**config.mk**
```make
export PLATFORM = sky130hd
export DESIGN_NAME = seg_scan_monitor
export DESIGN_NICKNAME = d
export VERILOG_FILES = /design/src/rtl/seg_scan_monitor.sv
export SDC_FILE = /design/constraint.sdc
export NUM_CORES = 1
export LEC_CHECK = 0
export ABC_AREA = 0
export CORE_ASPECT_RATIO = 1.2
export CORE_UTILIZATION = 30
export DETAILED_ROUTE_END_ITERATION = 16
export PLACE_DENSITY = 0.51
export REMOVE_ABC_BUFFERS = 1
export SKIP_CTS_REPAIR_TIMING = 1
export SYNTH_ARGS = -nofsm -noshare
export SYNTH_HDL_FRONTEND = slang
export SYNTH_SLANG_ARGS = --single-unit
```
**constraint.sdc**
```tcl
create_clock -name clk -period 4.5 [get_ports clk]
set_clock_uncertainty 0.15 [all_clocks]
set_input_delay 0.9 -clock clk [delete_from_list [all_inputs] [get_ports clk]]
set_output_delay 0.9 -clock clk [all_outputs]
set_load 0.01 [all_outputs]
```
**src/rtl/seg_scan_monitor.sv**
```systemverilog
// seg_scan_monitor
//   Receive-side monitor for a 6-digit multiplexed 7-segment scanner. It watches the
//   scan lines and debounces each digit dwell. It decodes every stable segment pattern
//   back to a hex nibble and publishes each complete frame as a 24-bit value with
//   decimal points.
//
// Parameters
//   SEL_ACT_LOW  1: sel digit enables are active-low, 0: active-high
//   SEG_ACT_LOW  1: dig segments/dp are active-low,   0: active-high
//   STABLE_CYC   cycles a sel/dig pair must stay unchanged before capture (>=1)
//   TIMEOUT_CYC  cycles without a capture before a partial frame is dropped (>=2)
//
// Ports
//   clk          system clock, rising edge
//   reset        asynchronous active-high reset
//   sel[5:0]     digit enables, bit i = digit i
//   dig[7:0]     segments a..g on [6:0], dp on [7]
//   value[23:0]  last complete frame, digit i at value[4i+3:4i]
//   dp[5:0]      last complete frame decimal points (1 = lit)
//   frame_valid  one-cycle pulse when value/dp update
//   frame_err    with frame_valid: at least one digit of that frame was undecodable
//   timeout      one-cycle pulse when a partial frame is discarded

module seg_scan_monitor #(
    parameter bit          SEL_ACT_LOW = 1'b1,
    parameter bit          SEG_ACT_LOW = 1'b1,
    parameter int unsigned STABLE_CYC  = 4,
    parameter int unsigned TIMEOUT_CYC = 50000
) (
    input  logic        clk,
    input  logic        reset,
    input  logic [5:0]  sel,
    input  logic [7:0]  dig,
    output logic [23:0] value,
    output logic [5:0]  dp,
    output logic        frame_valid,
    output logic        frame_err,
    output logic        timeout
);

    // The stable counter only needs to reach STABLE_CYC-1, the timeout counter TIMEOUT_CYC-1.
    localparam int unsigned StW = (STABLE_CYC > 1) ? $clog2(STABLE_CYC) : 1;
    localparam int unsigned ToW = $clog2(TIMEOUT_CYC);
    localparam logic [StW-1:0] StMax = StW'(STABLE_CYC - 1);
    localparam logic [StW-1:0] StOne = StW'(1);
    localparam logic [ToW-1:0] ToMax = ToW'(TIMEOUT_CYC - 1);
    localparam logic [ToW-1:0] ToOne = ToW'(1);

    typedef enum logic [1:0] {StIdle, StSettle, StCapture, StHold} state_e;

    // Returns {undecodable, nibble}; patterns are gfedcba with 1 = lit.
    function automatic logic [4:0] decode(input logic [6:0] s);
        logic [4:0] r;
        case (s)
            7'h3F:   r = 5'h00;
            7'h06:   r = 5'h01;
            7'h5B:   r = 5'h02;
            7'h4F:   r = 5'h03;
            7'h66:   r = 5'h04;
            7'h6D:   r = 5'h05;
            7'h7D:   r = 5'h06;
            7'h07:   r = 5'h07;
            7'h7F:   r = 5'h08;
            7'h6F:   r = 5'h09;
            7'h77:   r = 5'h0A;
            7'h7C:   r = 5'h0B;
            7'h39:   r = 5'h0C;
            7'h5E:   r = 5'h0D;
            7'h79:   r = 5'h0E;
            7'h71:   r = 5'h0F;
            default: r = 5'h10;
        endcase
        return r;
    endfunction

    // Input registers (raw polarity) and previous-cycle normalised copy.
    logic [5:0]     sel_q, sel_p_q;
    logic [7:0]     dig_q, dig_p_q;
    logic [StW-1:0] stab_q, stab_d;
    state_e         state_q, state_d;
    logic [23:0]    shadow_q, shadow_d;
    logic [5:0]     shadow_dp_q, shadow_dp_d;
    logic [5:0]     seen_q, seen_d;
    logic           err_q, err_d;
    logic [ToW-1:0] to_q, to_d;
    logic [23:0]    value_q, value_d;
    logic [5:0]     dp_q, dp_d;
    logic           fv_q, fv_d;
    logic           ferr_q, ferr_d;
    logic           tmo_q, tmo_d;

    logic [5:0] sel_n;
    logic [7:0] dig_n;
    logic       onehot;
    logic       dwell;
    logic       capture;
    logic [4:0] dec;
    logic [5:0] seen_nx;
    logic       err_nx;

    assign sel_n  = sel_q ^ {6{SEL_ACT_LOW}};
    assign dig_n  = dig_q ^ {8{SEG_ACT_LOW}};
    assign onehot = (sel_n != 6'd0) && ((sel_n & (sel_n - 6'd1)) == 6'd0);
    assign dwell  = onehot && (sel_n == sel_p_q) && (dig_n == dig_p_q);

    always_comb begin
        stab_d = '0;
        if (dwell) begin
            stab_d = (stab_q == StMax) ? stab_q : stab_q + StOne;
        end
    end

    always_comb begin
        state_d = state_q;
        capture = 1'b0;
        case (state_q)
            StIdle: begin
                if (onehot) state_d = StSettle;
            end
            StSettle: begin
                if (!onehot) begin
                    state_d = StIdle;
                end else if (dwell && (stab_q == StMax)) begin
                    state_d = StCapture;
                end
            end
            StCapture: begin
                capture = 1'b1;
                // A change landing in the capture cycle itself must still start a new dwell.
                if (!onehot) begin
                    state_d = StIdle;
                end else if (!dwell) begin
                    state_d = StSettle;
                end else begin
                    state_d = StHold;
                end
            end
            StHold: begin
                if (!onehot) begin
                    state_d = StIdle;
                end else if (!dwell) begin
                    state_d = StSettle;
                end
            end
            default: state_d = StIdle;
        endcase
    end

    // In the capture cycle the previous-cycle copy still holds the debounced pair,
    // even if the live lines have just moved on.
    assign dec     = decode(dig_p_q[6:0]);
    assign seen_nx = seen_q | sel_p_q;
    assign err_nx  = err_q | dec[4];

    always_comb begin
        shadow_d    = shadow_q;
        shadow_dp_d = shadow_dp_q;
        seen_d      = seen_q;
        err_d       = err_q;
        to_d        = to_q;
        value_d     = value_q;
        dp_d        = dp_q;
        fv_d        = 1'b0;
        ferr_d      = ferr_q;
        tmo_d       = 1'b0;
        if (capture) begin
            to_d = '0;
            for (int i = 0; i < 6; i++) begin
                if (sel_p_q[i]) begin
                    shadow_d[4*i +: 4] = dec[3:0];
                    shadow_dp_d[i]     = dig_p_q[7];
                end
            end
            if (seen_nx == 6'h3F) begin
                value_d = shadow_d;
                dp_d    = shadow_dp_d;
                ferr_d  = err_nx;
                fv_d    = 1'b1;
                seen_d  = '0;
                err_d   = 1'b0;
            end else begin
                seen_d = seen_nx;
                err_d  = err_nx;
            end
        end else if (to_q == ToMax) begin
            // With nothing pending the counter just parks at its limit.
            if (seen_q != 6'd0) begin
                seen_d = '0;
                err_d  = 1'b0;
                tmo_d  = 1'b1;
                to_d   = '0;
            end
        end else begin
            to_d = to_q + ToOne;
        end
    end

    always_ff @(posedge clk or posedge reset) begin
        if (reset) begin
            sel_q       <= {6{SEL_ACT_LOW}};
            dig_q       <= {8{SEG_ACT_LOW}};
            sel_p_q     <= '0;
            dig_p_q     <= '0;
            stab_q      <= '0;
            state_q     <= StIdle;
            shadow_q    <= '0;
            shadow_dp_q <= '0;
            seen_q      <= '0;
            err_q       <= 1'b0;
            to_q        <= '0;
            value_q     <= '0;
            dp_q        <= '0;
            fv_q        <= 1'b0;
            ferr_q      <= 1'b0;
            tmo_q       <= 1'b0;
        end else begin
            sel_q       <= sel;
            dig_q       <= dig;
            sel_p_q     <= sel_n;
            dig_p_q     <= dig_n;
            stab_q      <= stab_d;
            state_q     <= state_d;
            shadow_q    <= shadow_d;
            shadow_dp_q <= shadow_dp_d;
            seen_q      <= seen_d;
            err_q       <= err_d;
            to_q        <= to_d;
            value_q     <= value_d;
            dp_q        <= dp_d;
            fv_q        <= fv_d;
            ferr_q      <= ferr_d;
            tmo_q       <= tmo_d;
        end
    end

    assign value       = value_q;
    assign dp          = dp_q;
    assign frame_valid = fv_q;
    assign frame_err   = ferr_q;
    assign timeout     = tmo_q;

endmodule

```
==> metrics.yaml, run 1 <==
finish:
  final_layout_size_suffix_gt1_frac: 0.1208
  finalInstanceArea_sq_um: 6502
  mostFrequentLayoutCell: "dfrtp_1"
  syn_to_final_growth_pct: 24.72
  antenna_cells: 0
  layout_common_cells: "dfrtp_1 (104), nand2_1 (67), o21ai_0 (50)"
  nets: 568
sta:
  hold_viol: 0
  fin_tns_setup_ps: 0
  timing.final.crit_share: 0.6518
  rsz0062_at_grt: "false"
  relSlewSlack: 0.2625
  slew_violations: 0
  setup_ws_ps: 1567
  max_freq_ghz: 0.3410
  whs_ps: 283.4
  post-route-min-period_ps: 2933
  finalSetupViolCount: 0
  tightest_slew_ps: 1100
critical_path:
  rr_worst_depth: 8
  crit_chain: "o22ai_1, nor3_1, nand2_2, clkinv_1, buf_4, o21ai_0, a21oi_1, a21o_1"
  slowest_stage: "clkinv_1"
  critPathBufInv: 2
  cp-end-kind: "register"
  crit_type: "register to register"
  startpoint_type: "register"
  required_ps: 4640
  cpPeakStageDelay_ps: 640
  cp.arrival_ps: 3070
  cpLargestDelayFamily: "buffers and inverters"
  critical_path.max_fanout: 26
  worst-path-stages: 8
pwr:
  ir_worst_vdd_v: 0.0002388
  powerDensity_nw_per_um2: 395.0
  p_leak_nw: 2.819
  finalPower_mw: 2.568
clock_tree:
  cts_tree: "yes"
  cts-root-buf: "clkbuf_16"
  clkTransAtPathRegs_ps: 50
  cts_buffer_depth: 2
  cts_made_buffers: 17
  clkLatencyLatePin_ps: 410
  cts.sink_count: 118
  htreeDepth: 4
synth:
  ys_seq_elements: 118
  ys_warn_count: 0
  synth_area_sq_um: 5214
  avgSynthCellArea_sq_um: 10.32
  ys_types: 59
  synthFlopType: "dfrtp_1"
  synthArstFlopShare: 1.000
  synth_edf_count: 0
  ys_seq_area_frac: 0.5697
  synth_cells: 505
floorplan:
  start_util: 0.3082
  core_area_sq_um: 16920
  die_y_um: 146.4
  die-area_sq_um: 17910
  fp-row-count: 52
  die_w_um: 122.3
  num_io_pins: 49
drt:
  vias: 3756
  drt_iter0_markers: 185
  drc: 0
  firstDrtPassIters: 4
  routed_wirelength_um: 11540
  routed_via_density: 4.822
  drtAntennaViolNets: 0
  post_drt_wl_per_cell_um: 14.81
run:
  maxCapViolations: 0
run_status:
  status: "finished, final reports clean"
placed_design:
  gp_congestion: 0.7513
  pre_cts_slack_ps: 1502
  hpwl_um: 7807
  port_buffers: 48
  detailed_place.area_sq_um: 5894
hold_path:
  min_delay_path_depth: 1
  hold_path.class: "register to register"
global_routing:
  grt_use_total: 0.1411
  antenna_found_initial: 0
  overflow: 0
  grt_pass1_vias: 3723
  grt_pass1_wl_um: 19420
  grt_max_degree: 78
==> flip-flops by register name (all words and copies together), names as in the netlist <==
name         flops
sel_q            6
frame_valid      1
state_q          2
timeout          1
stab_q           2
err_q            1
shadow_dp_q      6
shadow_q        24
dp               6
dig_q            8
to_q            16
dig_p_q          8
value           24
seen_q           6
sel_p_q          6
frame_err        1
==> area by class of cell <==
class | instances | area [sq um]
fillers | 1664 | 10410
flip-flops and latches | 118 | 2970
multi-input cells | 339 | 2046
repair buffers | 52 | 523.0
clock buffers | 19 | 452.9
well taps | 216 | 270.3
clock inverters | 13 | 155.1
inverters | 22 | 85.08
==> Yosys cell counts, drive strengths merged (2+ instances only) <==
cell type  count  share of area
dfrtp        104           0.50
nand2         68          0.049
o21ai         50          0.048
nor2          33          0.024
inv           21          0.015
a21oi         20          0.019
xnor2         20          0.034
clkbuf        18          0.013
nand3b        16          0.023
nand3         15          0.014
dfstp         14          0.071
o211ai        13          0.019
nor3          10          0.011
xor2          10          0.017
and3           9          0.011
mux2i          9          0.017
buf            8          0.010
a21o           6         0.0086
mux2           6          0.013
o22ai          6         0.0098
nand4          4         0.0048
a211oi         3         0.0043
a31oi          3         0.0036
nand2b         3         0.0036
or3            3         0.0038
or4            3         0.0050
and2           2         0.0024
ha             2         0.0048
nor2b          2         0.0024
nor4           2         0.0024
o2bb2ai        2         0.0034
or2            2         0.0024
or4b           2         0.0038
==> through the flow <==
| step | util | instances |
|---|---|---|
| 5_1_grt | 0.3844 | 779 |
| 6_report | 0.3844 | 779 |
| 3_3_place_gp | 0.3484 | 747 |
| 2_1_floorplan | - | 479 |
| 4_1_cts | 0.3844 | 779 |
| 3_5_place_dp | 0.3484 | 747 |
==> worst paths after layout <==
path	startpoint	to	slack (ps)
worst min register to register	dig_q[5]	dig_p_q[5]	280
min in group asynchronous	reset	dig_p_q[3]	760
worst max register to register	sel_p_q[4]	value[3]	1570
worst max-delay path	sel_p_q[4]	value[3]	1570
worst min-delay path	dig_q[5]	dig_p_q[5]	280
max in group asynchronous	reset	dig_q[2]	2590
==> metal layers <==
layer | global-route usage | vias to the layer above | wire length [um] | share of wire
met2 | 0.2160 | 68 | 5623 | 0.49
met4 | 0.05915 | 0 | 61 | 0.0053
met1 | 0.1894 | 1833 | 5491 | 0.48
met5 | 0 | - | 0 | 0
li1 | - | 1853 | - | -
met3 | 0.03359 | 2 | 362 | 0.031
==> cells by family after synthesis <==
| group | count (synthesis) | synth area share |
|---|---|---|
| fa+ha+maj | 2 | 0.004799 |
| buf+inv | 48 | 0.03888 |
| mux | 15 | 0.03024 |
| simple gates | 180 | 0.1740 |
| xor+xnor | 30 | 0.05040 |
| flops | 118 | 0.5697 |
| compound gates | 112 | 0.1320 |
==> power breakdown <==
part | total [mW] | switching (mW) | leakage, nW | internal [mW]
sequential | 1.11 | 0.0303 | 1.55 | 1.08
clock | 1.37 | 0.472 | 0.295 | 0.895
combinational | 0.0903 | 0.0494 | 0.971 | 0.0409
total | 2.57 | 0.551 | 2.82 | 2.02
==> worst reg2reg max path, stage by stage, from the launching register on <==
cell	delay, ps
dfrtp_1	500
o22ai_1	240
nor3_1	110
nand2_2	440
clkinv_1	650
buf_4	410
o21ai_0	100
a21oi_1	60
a21o_1	170
No activity file was read; power rests on OpenSTA's default activity.
==> run 2, diff against run 1 <==
PLACE_DENSITY = 0.53   (was 0.51)
clock period = 2.5 ns   (was 4.5 ns; I/O delays follow)
==> metrics.yaml, run 2 (same netlist as run 1, synthesis figures left out) <==
finish:
  final_core_util: 0.3951
  antenna_cells: 0
  layout_common_cells: "dfrtp_1 (104), nand2_1 (67), o21ai_0 (50)"
  layout.cells.non_filler: 801
  mostFrequentLayoutCell: "dfrtp_1"
  nets: 590
  final_layout_size_suffix_gt1_frac: 0.1504
  seq_area_sq_um: 2970
  final.fill_count: 1693
  multi_input_area_sq_um: 2046
  syn_to_final_growth_pct: 28.20
drt:
  firstDrtPassIters: 4
  drt_iter0_markers: 213
  drtAntennaViolNets: 0
  drc: 0
  routed_wirelength_um: 11470
  vias: 3833
  routed_via_density: 4.785
  post_drt_wl_per_cell_um: 14.32
clock_tree:
  cts_buffer_depth: 2
  clkTransAtPathRegs_ps: 50
  cts_tree: "yes"
  cts-root-buf: "clkbuf_16"
  cts.sink_count: 118
  clkLatencyLatePin_ps: 420
  cts_made_buffers: 17
  htreeDepth: 4
sta:
  setup_ws_ps: 113.8
  post-route-min-period_ps: 2386
  tightest_slew_ps: 798.9
  rsz0062_at_grt: "false"
  max_freq_ghz: 0.4191
  finalSetupViolCount: 0
  whs_ps: 287.4
  slew_violations: 0
  timing.final.crit_share: 0.9545
  hold_viol: 0
  relSlewSlack: 0.4649
critical_path:
  cp-end-kind: "register"
  required_ps: 2630
  reg2reg_slack_ps: 110
  cp.arrival_ps: 2520
  critical_path.max_fanout: 7
  startpoint_type: "register"
  crit_type: "register to register"
placed_design:
  gp_congestion: 0.7811
  port_buffers: 48
  hpwl_um: 7808
  pre_cts_slack_ps: 99.82
  dp_cells: 769
floorplan:
  die-area_sq_um: 17910
  die_w_um: 122.3
  core_area_sq_um: 16920
  die_y_um: 146.4
  fp-row-count: 52
  num_io_pins: 49
  start_util: 0.3082
global_routing:
  overflow: 0
  antenna_found_initial: 0
  grt_pass1_wl_um: 19440
  grt_max_degree: 119
  grt_use_total: 0.1401
  grt_pass1_vias: 3828
pwr:
  powerDensity_nw_per_um2: 708.2
  ir_worst_vdd_v: 0.0004537
  finalPower_mw: 4.733
  p_leak_nw: 2.923
run_status:
  status: "finished, final reports clean"
run:
  maxCapViolations: 0
hold_path:
  hold_path.class: "register to register"
==> run 2: cell types whose count changed in the layout (fill, tap and decap cells not counted), sizes merged <==
| cell | previous run | this run |
|---|---|---|
| bufinv | 3 | 4 |
| clkbuf | 19 | 20 |
| clkinv | 8 | 5 |
| clkinvlp | 3 | 4 |
| buf | 4 | 26 |
==> run 2: path summary, 6_finish.rpt <==
path,startpoint,to,depth (start not counted)
setup / recovery,to_q[4],seen_q[5],5
hold / removal,dig_q[4],dig_p_q[4],1
setup reg to reg,to_q[4],seen_q[5],5
hold reg to reg,dig_q[4],dig_p_q[4],1
max in group asynchronous,reset,to_q[8],3
min in group asynchronous,reset,value[1],3
==> run 2: report_power, final <==
part           switching, mW  internal, mW  total [mW]  leakage, nW
clock network          0.863          1.69        2.55        0.292
logic                  0.113        0.0912       0.205         1.08
registers             0.0300          1.95        1.98         1.55
total                   1.01          3.73        4.73         2.92
==> run 2: area by class of cell <==
type,instances,area share
Sequential cell,118,0.4444
Multi-Input combinational cell,339,0.3061
Timing Repair Buffer,74,0.1030
Clock buffer,20,0.06683
Tap cell,216,0.04043
Clock inverter,12,0.02658
Inverter,22,0.01273
==> run 2: critical path: stages, from the launching register on <==
cell and delay [ps]:
dfrtp_1 420, or4b_1 540, or4_1 540, nor3_2 210, or2_1 310, nor2_1 100
==> run 2: per-stage QoR <==
step           setup TNS, ps  area, sq um
2_1_floorplan        -137380         5094
3_3_place_gp               0         6060
3_5_place_dp               0         6060
4_1_cts                    0         6684
5_1_grt                    0         6684
6_report                   0         6684
==> run 2: metal layers <==
metal | vias to the layer above | GRT usage | wire (um) | part of all wire
met2 | 78 | 0.2149 | 5499 | 0.48
met3 | 18 | 0.03242 | 371 | 0.032
met1 | 1841 | 0.1844 | 5352 | 0.47
met4 | 0 | 0.06829 | 250 | 0.022
met5 | - | 0 | 0 | 0
li1 | 1896 | - | - | -
==> run 3, diff against run 2 <==
CORE_MARGIN = 5   (was not set)
PLACE_DENSITY = not set   (was 0.53)
PLACE_DENSITY_LB_ADDON = 0.1   (was not set)
RECOVER_POWER = 50   (was not set)
==> metrics.yaml, run 3 (same netlist as run 1, synthesis figures left out) <==
clock_tree:
  cts_tree: "yes"
  clkTransAtPathRegs_ps: 50
  cts-root-buf: "clkbuf_16"
  cts_made_buffers: 17
  htreeDepth: 4
  cts.sink_count: 118
  clkLatencyLatePin_ps: 410
  cts_buffer_depth: 2
hold_path:
  hold_path.class: "register to register"
  hp-start: "dig_q[4]"
  hold_end: "dig_p_q[4]"
  min_delay_path_depth: 1
sta:
  tightest_slew_ps: 914.3
  timing.final.crit_share: 0.9431
  hold_viol: 0
  rsz0062_at_grt: "false"
  slew_violations: 0
  max_freq_ghz: 0.4241
  finalSetupViolCount: 0
  relSlewSlack: 0.3871
  post-route-min-period_ps: 2358
  setup_ws_ps: 142.2
critical_path:
  rr_worst_depth: 4
  crit_type: "register to register"
  reg2reg_slack_ps: 140
  cp-end-kind: "register"
  startpoint_type: "register"
  r2r-start: "to_q[4]"
  worstReg2RegEnd: "to_q[14]"
  critical_path.max_fanout: 13
  required_ps: 2620
  cp.arrival_ps: 2470
pwr:
  p_comb_frac: 0.042
  p_int_mw: 3.606
  seq_power_share: 0.435
  power_switching_share: 0.2057
  finalPower_mw: 4.540
  p_leak_nw: 2.877
  p_clk_frac: 0.524
  powerDensity_nw_per_um2: 689.4
  switchingPower_uw: 934.0
  ir_worst_vdd_v: 0.0004529
floorplan:
  num_io_pins: 49
  core_area_sq_um: 16980
  die_w_um: 130.3
  die-area_sq_um: 20130
  start_util: 0.3070
  die_y_um: 154.4
  fp-row-count: 52
drt:
  routed_via_density: 4.772
  drc: 0
  firstDrtPassIters: 4
  post_drt_wl_per_cell_um: 14.94
  drt_iter0_markers: 195
  drtAntennaViolNets: 0
  vias: 3789
  routed_wirelength_um: 11870
finish:
  final_layout_size_suffix_gt1_frac: 0.1125
  syn_to_final_growth_pct: 26.33
  mostFrequentLayoutCell: "dfrtp_1"
  nets: 585
  antenna_cells: 0
  layout_common_cells: "dfrtp_1 (104), nand2_1 (67), o21ai_0 (50)"
  finalInstanceArea_sq_um: 6586
  layout.cells.non_filler: 794
  final_core_util: 0.3879
run:
  maxCapViolations: 0
global_routing:
  grt_max_degree: 52
  grt_use_total: 0.1270
  grt_pass1_wl_um: 19940
  grt_pass1_vias: 3845
  overflow: 0
  antenna_found_initial: 0
placed_design:
  detailed_place.area_sq_um: 6035
  dp_cells: 764
  gp_congestion: 0.7863
  hpwl_um: 8279
  port_buffers: 48
  pre_cts_slack_ps: 153.7
run_status:
  status: "finished, final reports clean"
run 3: changes by cell type in the layout (fill, tap and decap cells not counted), sizes merged, moves of 2 or more:
| cell | delta |
|---|---|
| clkdlybuf4s50 | -15 |
| buf | -7 |
| dlygate4sd3 | +15 |
| bufinv | -2 |
| clkinvlp | -3 |
| clkbuf | +9 |
| clkinv | -3 |
run 3: cell type report:
type | count | area (sq um)
repair buffers | 69 | 638.1
fillers | 1659 | 10400
inverters | 22 | 83.83
well taps | 216 | 270.3
clock buffers | 27 | 513.0
multi-input cells | 339 | 2046
clock inverters | 3 | 65.06
flip-flops and latches | 118 | 2970
run 3: through the flow:
step | hold slack [ps] | TNS, ps
4_1_cts | 243.7 | 0
3_5_place_dp | 276.2 | 0
2_1_floorplan | 271.0 | -137380
3_3_place_gp | 277.3 | 0
6_report | 289.0 | 0
5_1_grt | 306.4 | 0
run 3: worst max-delay path: stages, from the launching register on:
cell and delay, ps:
dfrtp_1 420, or4b_1 530, or4_4 550, nand2_1 370, o21ai_0 180
run 3: metal layers:
metal / vias to the layer above / wire length (um) / track usage
li1: 1877 / - / -
met1: 1825 / 5473 / 0.1639
met2: 67 / 5625 / 0.1983
met3: 20 / 526 / 0.04001
met4: 0 / 240 / 0.04949
met5: - / 0 / 0
run 3: how the worst max path moves through the flow:
| stage | to | slack (ps) | startpoint | cells past startpoint |
|---|---|---|---|---|
| after detailed placement | to_q[14] | 150 | to_q[4] | 4 |
| after floorplan | dig_p_q[0] | -1260 | reset | 1 |
| after global routing | to_q[14] | 30 | to_q[4] | 4 |
| after global placement | err_q | 190 | to_q[4] | 5 |
| after CTS | to_q[14] | 140 | to_q[4] | 4 |
| final | to_q[14] | 140 | to_q[4] | 4 |
run 3: power groups by stage:
stage	registers, mW	logic (mW)	clock network (mW)
final	1.97	0.190	2.38
after global routing	1.98	0.217	2.53
after CTS	1.98	0.208	2.45
after detailed placement	2.01	0.207	0
after global placement	2.01	0.206	0
after floorplan	2.01	0.102	0
